<file path="config.mk">
export PLATFORM = sky130hd
export DESIGN_NAME = addsub_pipe_sat_flat
export DESIGN_NICKNAME = d
export VERILOG_FILES = /design/src/rtl/addsub_pkg.sv /design/src/rtl/addsub_pipe_sat_if.sv /design/src/rtl/addsub_pipe_sat_pipe_stage.sv /design/src/rtl/addsub_pipe_sat.sv /design/src/flat_wrapper.sv
export SDC_FILE = /design/constraint.sdc
export NUM_CORES = 1
export LEC_CHECK = 0
export ABC_AREA = 1
export CAP_MARGIN = 15
export CORE_MARGIN = 2
export CORE_UTILIZATION = 57
export DETAILED_ROUTE_END_ITERATION = 6
export GPL_TIMING_DRIVEN = 0
export HOLD_SLACK_MARGIN = 0.08
export PLACE_DENSITY = 0.82
export SKIP_CTS_REPAIR_TIMING = 1
export SYNTH_ARGS = -nofsm -noshare
export SYNTH_HDL_FRONTEND = slang
export SYNTH_SLANG_ARGS = --single-unit
</file>
<file path="constraint.sdc">
create_clock -name clk -period 2.8 [get_ports clk]
set_input_delay 0.56 -clock clk [delete_from_list [all_inputs] [get_ports clk]]
set_output_delay 0.56 -clock clk [all_outputs]
set_load 0.03 [all_outputs]
</file>
<file path="src/rtl/addsub_pkg.sv">
// addsub_pkg: op codes, flag payload and saturation bounds for addsub_pipe_sat
package addsub_pkg;
  typedef enum logic [1:0] {
    OP_ADD      = 2'b00,
    OP_SUB      = 2'b01,
    OP_ACC      = 2'b10,
    OP_ACC_LOAD = 2'b11
  } op_e;
  typedef struct packed {
    logic ovf;
    logic carry;
  } flags_t;
  localparam int MAX_N = 64;
  function automatic logic [MAX_N-1:0] sat_max(input int n);
    return (MAX_N'(1) << (n - 1)) - MAX_N'(1);
  endfunction
  function automatic logic [MAX_N-1:0] sat_min(input int n);
    return ~sat_max(n);
  endfunction
endpackage

</file>
<file path="src/rtl/addsub_pipe_sat_if.sv">
// addsub_pipe_sat_if: operand/result handshake bundle (in_valid/in_ready/op/a/b in, out_valid/out_ready/result/ovf/carry out)
interface addsub_pipe_sat_if #(parameter int N = 32);
  logic         in_valid;
  logic         in_ready;
  logic [1:0]   op;
  logic [N-1:0] a;
  logic [N-1:0] b;
  logic         out_valid;
  logic         out_ready;
  logic [N-1:0] result;
  logic         ovf;
  logic         carry;
  modport master (output in_valid, op, a, b, out_ready, input in_ready, out_valid, result, ovf, carry);
  modport slave (input in_valid, op, a, b, out_ready, output in_ready, out_valid, result, ovf, carry);
endinterface

</file>
<file path="src/rtl/addsub_pipe_sat_pipe_stage.sv">
// pipe_stage: one elastic register stage; up_* from previous stage, dn_* toward consumer
module pipe_stage #(parameter type T = logic) (
  input  logic clk,
  input  logic reset_n,
  input  logic up_valid_i,
  output logic up_ready_o,
  input  T     up_data_i,
  output logic dn_valid_o,
  input  logic dn_ready_i,
  output T     dn_data_o
);
  logic vld_q;
  T     data_q;
  assign up_ready_o = !vld_q || dn_ready_i;
  assign dn_valid_o = vld_q;
  assign dn_data_o  = data_q;
  always_ff @(posedge clk or negedge reset_n)
    if (!reset_n) begin
      vld_q  <= 1'b0;
      data_q <= '0;
    end else if (up_ready_o) begin
      vld_q <= up_valid_i;
      if (up_valid_i) data_q <= up_data_i;
    end
endmodule

</file>
<file path="src/rtl/addsub_pipe_sat.sv">
// addsub_pipe_sat: pipelined signed add/sub/accumulate with optional saturation; ports clk, reset_n, bus_io (slave handshake bundle)
module addsub_pipe_sat
  import addsub_pkg::*;
#(
  parameter int N      = 32,
  parameter int STAGES = 2,
  parameter bit SAT    = 1
) (
  input logic clk,
  input logic reset_n,
  addsub_pipe_sat_if.slave bus_io
);
  typedef struct packed {
    logic [N-1:0] result;
    flags_t       fl;
  } stage_t;
  localparam logic [N-1:0] SMAX = N'(sat_max(N));
  localparam logic [N-1:0] SMIN = N'(sat_min(N));
  op_e              op;
  logic             sub, ld, acc_op, ovf_raw, accept;
  logic [N-1:0]     x, y, acc_q, acc_d;
  logic [N:0]       ext;
  stage_t           res, p1_q;
  logic             v1_q;
  logic [STAGES:1]  vld;
  stage_t [STAGES:1] pl;
  logic [STAGES+1:1] rdy;
  always_comb begin
    op      = op_e'(bus_io.op);
    sub     = op == OP_SUB;
    ld      = op == OP_ACC_LOAD;
    acc_op  = op == OP_ACC;
    x       = acc_op ? acc_q : bus_io.a;
    y       = acc_op ? bus_io.a : bus_io.b;
    ext     = sub ? {1'b0, x} - {1'b0, y} : {1'b0, x} + {1'b0, y};
    // operand signs must match for ADD/ACC and differ for SUB before the result sign can flip
    ovf_raw = !ld && ((x[N-1] ^ y[N-1]) == sub) && (ext[N-1] != x[N-1]);
    // on overflow the true result carries the sign of x
    res.result   = ld ? bus_io.a : (SAT && ovf_raw) ? (x[N-1] ? SMIN : SMAX) : ext[N-1:0];
    res.fl.ovf   = ovf_raw;
    res.fl.carry = !ld && ext[N];
    accept  = bus_io.in_valid && rdy[1];
    acc_d   = (accept && (acc_op || ld)) ? res.result : acc_q;
  end
  always_ff @(posedge clk or negedge reset_n)
    if (!reset_n) begin
      v1_q  <= 1'b0;
      p1_q  <= '0;
      acc_q <= '0;
    end else begin
      acc_q <= acc_d;
      if (rdy[1]) v1_q <= bus_io.in_valid;
      if (accept) p1_q <= res;
    end
  assign rdy[STAGES+1]    = bus_io.out_ready;
  assign rdy[1]           = !v1_q || rdy[2];
  assign vld[1]           = v1_q;
  assign pl[1]            = p1_q;
  assign bus_io.in_ready  = rdy[1];
  assign bus_io.out_valid = vld[STAGES];
  assign bus_io.result    = pl[STAGES].result;
  assign bus_io.ovf       = pl[STAGES].fl.ovf;
  assign bus_io.carry     = pl[STAGES].fl.carry;
  for (genvar k = 2; k <= STAGES; k++) begin : g_stage
    pipe_stage #(.T(stage_t)) u_stage (
      .clk        (clk),
      .reset_n    (reset_n),
      .up_valid_i (vld[k-1]),
      .up_ready_o (rdy[k]),
      .up_data_i  (pl[k-1]),
      .dn_valid_o (vld[k]),
      .dn_ready_i (rdy[k+1]),
      .dn_data_o  (pl[k])
    );
  end
endmodule

</file>
<file path="src/flat_wrapper.sv">
// flat-port wrapper written by rule: the top's interface ports become plain ports
module addsub_pipe_sat_flat import addsub_pkg::*;
#(
  parameter int N      = 32,
  parameter int STAGES = 2,
  parameter bit SAT    = 1
)
  (clk, reset_n, bus_io_in_valid, bus_io_op, bus_io_a, bus_io_b, bus_io_out_ready, bus_io_in_ready, bus_io_out_valid, bus_io_result, bus_io_ovf, bus_io_carry);
  addsub_pipe_sat_if #(.N(N)) bus_io_i ();
  input logic clk;
  input logic reset_n;
  input wire logic [$bits(bus_io_i.in_valid)-1:0] bus_io_in_valid;
  input wire logic [$bits(bus_io_i.op)-1:0] bus_io_op;
  input wire logic [$bits(bus_io_i.a)-1:0] bus_io_a;
  input wire logic [$bits(bus_io_i.b)-1:0] bus_io_b;
  input wire logic [$bits(bus_io_i.out_ready)-1:0] bus_io_out_ready;
  output wire logic [$bits(bus_io_i.in_ready)-1:0] bus_io_in_ready;
  output wire logic [$bits(bus_io_i.out_valid)-1:0] bus_io_out_valid;
  output wire logic [$bits(bus_io_i.result)-1:0] bus_io_result;
  output wire logic [$bits(bus_io_i.ovf)-1:0] bus_io_ovf;
  output wire logic [$bits(bus_io_i.carry)-1:0] bus_io_carry;
  assign bus_io_i.in_valid = bus_io_in_valid;
  assign bus_io_i.op = bus_io_op;
  assign bus_io_i.a = bus_io_a;
  assign bus_io_i.b = bus_io_b;
  assign bus_io_i.out_ready = bus_io_out_ready;
  assign bus_io_in_ready = bus_io_i.in_ready;
  assign bus_io_out_valid = bus_io_i.out_valid;
  assign bus_io_result = bus_io_i.result;
  assign bus_io_ovf = bus_io_i.ovf;
  assign bus_io_carry = bus_io_i.carry;
  addsub_pipe_sat #(.N(N), .STAGES(STAGES), .SAT(SAT)) u_core (.clk(clk), .reset_n(reset_n), .bus_io(bus_io_i));
endmodule
</file>
Yosys cells after proc, flatten, opt, wreduce, memory -nomap -nowiden
Cells that the tools add are included.
{ "classes": {"addsub": 2, "n_mul": 0, "div_mod_pow": 0, "n_lt_le_gt_ge": 0, "n_eq_ne": 5, "shifts": 0, "mux": 6, "bitwise": 1, "n_reduce_logical": 12} }
{ "op_table": {"columns": ["op", "n"], "rows": [
  ["$mux W32", 5],
  ["$add A32 B32 Y33", 1],
  ["$mux W33", 1],
  ["$sub A32 B32 Y33", 1],
  ["$logic_and A1 B1 Y1", 5],
  ["$eq A2 B2 Y1 const B", 2],
  ["$logic_not A1 Y1", 3],
  ["$logic_or A1 B1 Y1", 3],
  ["$eq A2 B1 Y1 const B", 1],
  ["$reduce_and A2 Y1", 1],
  ["$eq A1 B1 Y1", 1],
  ["$ne A1 B1 Y1", 1],
  ["$xor A1 B1 Y1", 1]
]} }
{ "word_totals": {"regBits": 102, "latchBits": 0, "ram_bits": 0, "mem_bits_ro": 0, "inputBits": 70, "out_inout_bits": 36, "n_memories": 0} }

Logic depth before layout (Yosys ltp)
{ "depth": {"ltp_word": 8, "depth_mapped": 33, "mapped_depth_nobuf": 30} }

Hierarchy
From an unflattened synthesis, not the netlist that was laid out.
{ "hier_totals": {"cells_unflattened": 1236, "area_unflattened_um2": 8077.7} }
{ "by_module_without_submodules": {"columns": ["mod", "n_inst", "cells_each", "area_per_inst_um2", "seq_area_each_um2"], "rows": [
  ["addsub_pipe_sat", 1, 1085, 6670.1, 1676.6],
  ["pipe_stage", 1, 151, 1407.6, 875.8]
]} }

Worst setup path after synthesis
No wires, ideal clock.
{ "synth_timing": {"path_kind": "input port to flip-flop", "startpoint": "in bus_io_op[0]", "endpoint": "reg u_core.p1_q[19] in the netlist's numbering", "setup_time_ns": 0.118, "t_arrival_ns": 3.529, "t_required_ns": 2.682, "slack_ns": -0.847, "stages": 30, "path_buffers": 3, "cell_sequence": "inv_2 -> nand2_2 -> buf_6 -> buf_8 -> nand2_1 -> o21ai_1 -> nor2_2 -> nand2_1 -> nor2_1 -> nand2_2 -> nor2_4 -> nand2_1 -> o21ai_1 -> nand2_1 -> nand2_1 -> nand2_1 -> ha_1 -> nand2_1 -> inv_1 -> a21oi_1 -> nand2_1 -> a21oi_1 -> nand2_1 -> nand2_1 -> nand3_2 -> buf_2 -> nand3_1 -> nand2_1 -> nand3_1 -> nand2_1"} }
{ "synth_between": {"elab_chain_cells": 8} }
{ "synth_rtl": {"columns": ["element", "line_no", "source"], "rows": [
  ["start: declaration", "flat_wrapper.sv:13", "input wire logic [$bits(bus_io_i.op)-1:0] bus_io_op;"],
  ["$eq A2 B2 Y1", "addsub_pipe_sat.sv:32", "acc_op = op == OP_ACC;"],
  ["$mux W32 (on tied branches)", "addsub_pipe_sat.sv:33, addsub_pipe_sat.sv:34", null],
  ["$add A32 B32 Y33, or another cell as far along", "addsub_pipe_sat.sv:35", "ext = sub ? {1'b0, x} - {1'b0, y} : {1'b0, x} + {1'b0, y};"],
  ["$mux W33 or $eq A1 B1 Y1 (tied branches)", "addsub_pipe_sat.sv:35, addsub_pipe_sat.sv:37", null],
  ["$ne A1 B1 Y1 or $logic_and A1 B1 Y1 (tied branches)", "addsub_pipe_sat.sv:37", "ovf_raw = !ld && ((x[N-1] ^ y[N-1]) == sub) && (ext[N-1] != x[N-1]);"],
  ["$logic_and A1 B1 Y1", "addsub_pipe_sat.sv:37", null],
  ["$mux W32", "addsub_pipe_sat.sv:39", "res.result = ld ? bus_io.a : (SAT && ovf_raw) ? (x[N-1] ? SMIN : SMAX) : ext[N-1:0];"],
  ["$mux W32 *", "addsub_pipe_sat.sv:39", null],
  ["end signal: assignment", "addsub_pipe_sat.sv:53", "if (accept) p1_q <= res;"],
  ["end: declaration", "addsub_pipe_sat.sv:23", "stage_t res, p1_q;"]
]} }
Every way passes the cells marked *; elsewhere a longest branch is shown, timed or not.
A chain may end at the register's enable or synchronous reset.

Worst setup path after layout
{ "layout_timing": {"startpoint": "in bus_io_op[0]", "endpoint": "reg u_core.p1_q[26] in the netlist's numbering"} }
The elaborated chain is that of the path after synthesis.

==> impl_results.md <==
* Setup ws final at -1.23 ns
* Fin nets at 1539
* Design Area, Final at 0.0113 mm2
* TritonRoute pass-1 iters at 6
* GRT Util Overall at 0.324
* H-tree depth at 3
* Final hold violations at 0
* Failing checks: setup timing
* R2r worst-path depth at 18
* Initial antenna violation count at 0
* Die area at 0.0157 mm2
* Number of max-cap violations at 0
* Async set-reset flop share out of synthesis at 1.00
* Rel. slew slack at 0.510
* Final period util at 1.44
* Core area at 0.0145 mm2
* CTS sink count at 102
* Die width at 125 um
* Synth top area cells: dfrtp_1 (30%), nand2_1 (21%), nand3_1 (7.7%), inv_1 (6.9%), ha_1 (4.8%)
* FMAX at 248 MHz
* Setup WS pre-CTS at -2.46 ns
* Outcome: complete, but fails checks
* Clock Root Buffer: clkbuf_16
* Crit-path most repeated cell: nand2_2
* Max clock buf depth at 2
* Synth top area share at 0.304
* Initial DRC count at 868
* Yosys synthesis warning count at 0
* Dpl cells at 1572
* Via Count at 9138
* Synth Net Count at 1385
* Synth Flop Type: dfrtp_1
* Post-synthesis register bit count at 102
* Hold Crit Class: in -> async
* Max VDD drop at 0.000398 V
* WL/cell at 17.2 um
* Vias in the first global route at 7912
* Fin. max-slew vios at 0
* Worst endpoint data arrival time at 4.26 ns
* Number of flops mapped to enable cells by yosys at 0
* Remaining DRCs at 0
* Final Skew at 0.00550 ns
* Tightest Pin Transition at 0.735 ns
* GRT overflow at 0
* Final ANT Viol Nets at 0
* Synth Instances at 1282
* Global-route wire length before repair at 40.8 mm
* Hold Slack at 0.164 ns
* Minimum clock period at 4.03 ns
* R2r setup slk at -0.03 ns
* Area post-placement at 0.00985 mm2
* GPL Wtd Cong at 1.01
* Clk slew on worst S/H paths at 0.07 ns
* Synth unique cells at 43
* TritonCTS clock tree: done
* Antenna cells at 0
* Power per cell area at 746 mW/mm2
* CTS Buf Count at 9
* Required @ worst endpoint at 3.03 ns
* Post-Route WL at 28.0 mm
* RSZ-0062 raised after global routing: true
* Syn avg cell area at 6.55 um2
* Cell taking the most area after synthesis: dfrtp_1
* DIE HEIGHT at 125 um
* Skew-Pair Late Insertion Delay at 0.34 ns
* Setup violations, final at 66
* Row count at 44
* Slowest CP cell: ha_1
* Initial Utilization at 0.580
* Final Non-Filler Cells at 1625
* Element type at the critical path start: input port
* Final HPWL DP at 21.0 mm
* Routed vias/inst at 5.62
* Largest stage delay, worst path at 0.36 ns
* Ratio of cells with drive above 1 in the final layout at 0.203
* Critical Path End Type: flip-flop
* Max Fanout on Critical Path at 10
* # IOs at 106
* Total chip power at 0.00846 W
* Critical R2R Launch: u_core.acc_q[1]
* Largest net degree at the start of global routing at 71
* Static leakage at 5.96 nW
* Sequential area share after synthesis at 0.304
* Crit Reg-Reg Endpoint: u_core.p1_q[26]
* Kind of critical path: in -> reg
* Cell Area, Synth at 0.00840 mm2
* Port bufs at 105
* Area grow syn2layout at 35.1%
## cells in the final DEF (no fill, tap or decap), types with 8 or more instances in the layout
cell type / synthesis / layout
clkbuf_16: 0 / 11
nor2_2: 4 / 8
nand4_1: 10 / 10
dfrtp_1: 102 / 102
buf_4: 3 / 33
a21oi_1: 64 / 56
clkbuf_1: 25 / 21
nand3_4: 0 / 11
buf_6: 6 / 13
clkdlybuf4s50_1: 0 / 98
xor2_1: 38 / 34
ha_1: 32 / 25
o21ai_2: 15 / 17
nand2_2: 7 / 44
nand2_1: 472 / 421
o21ai_1: 15 / 16
o21ai_0: 18 / 8
nor2_4: 2 / 10
nor3_1: 9 / 8
nand3_2: 1 / 31
mux2_2: 34 / 34
nand2_4: 0 / 13
nand3_1: 130 / 89
inv_1: 155 / 152
nor2_1: 93 / 81
## power by group
| part | internal (W) | switching [W] |
|---|---|---|
| logic | 0.00189 | 0.00281 |
| clock network | 0.000871 | 0.000515 |
| registers | 0.00204 | 0.000345 |
## area by class of cell
cell class	instances	area (um2)
flip-flops and latches	102	2550
inverters	163	633
plain buffers	44	347
clock inverters	6	110
repair buffers	143	1430
multi-input cells	973	5810
clock buffers	10	229
fillers	1037	3130
well taps	184	230
## cells by family after synthesis
family | share of synthesized area
adder cells (fa/ha/maj) | 0.0501
AND/OR/NAND/NOR | 0.362
XOR/XNOR | 0.0448
buffers and inverters | 0.103
multiplexers | 0.0456
AO/OA/AOI/OAI | 0.0904
flip-flops | 0.304
## Yosys cell counts (3+ instances only)
| master | n |
|---|---|
| nand2_1 | 472 |
| inv_1 | 155 |
| nand3_1 | 130 |
| dfrtp_1 | 102 |
| nor2_1 | 93 |
| a21oi_1 | 64 |
| xor2_1 | 38 |
| mux2_2 | 34 |
| ha_1 | 32 |
| clkbuf_1 | 25 |
| o21ai_0 | 18 |
| o21ai_1 | 15 |
| o21ai_2 | 15 |
| nand4_1 | 10 |
| nor3_1 | 9 |
| nand2_2 | 7 |
| buf_2 | 6 |
| buf_6 | 6 |
| inv_2 | 6 |
| o21bai_1 | 6 |
| xnor2_1 | 5 |
| nor2_2 | 4 |
| buf_4 | 3 |
## per-layer routing
metal,track usage,part of all wire
met2,0.532,0.47
met5,0,0
met1,0.467,0.42
met3,0.0261,0.080
met4,0.0791,0.033
## how the worst max path moves through the flow
stage,slack [ns],to,startpoint,depth (start not counted)
finish,-1.23,u_core.p1_q[26],bus_io_op[0],29
global route,-1.36,u_core.p1_q[26],bus_io_b[7],27
detailed placement,-2.46,u_core.p1_q[26],bus_io_op[0],24
floorplan,-0.71,u_core.p1_q[19],bus_io_op[0],32
global placement,-2.47,u_core.acc_q[26],reset_n,1
CTS,-2.16,u_core.p1_q[26],bus_io_op[0],24
## state kept, by name (all words and copies together) (netlist names)
signal                             cells
u_core.p1_q                           34
u_core.acc_q                          32
u_core.g_stage.u_stage.dn_valid_o      1
u_core.g_stage.u_stage.dn_data_o      34
u_core.v1_q                            1
## per-stage QoR
stage / setup TNS, ns / utilization
final: -74.70 / 0.784
after global routing: -83.99 / 0.784
after CTS: -133.97 / 0.704
after detailed placement: -156.66 / 0.680
after global placement: -406.52 / 0.679
after floorplan: -45.54 / -
## critical path, delay by kind of cell
kind                     cells  cell delay (ns)
AO/OA/AOI/OAI                3             0.56
XOR/XNOR                     1             0.07
adder cells (fa/ha/maj)      1             0.36
buffers and inverters        5             0.63
AND/OR/NAND/NOR             19             2.04
Power figures use the tool's default switching activity.
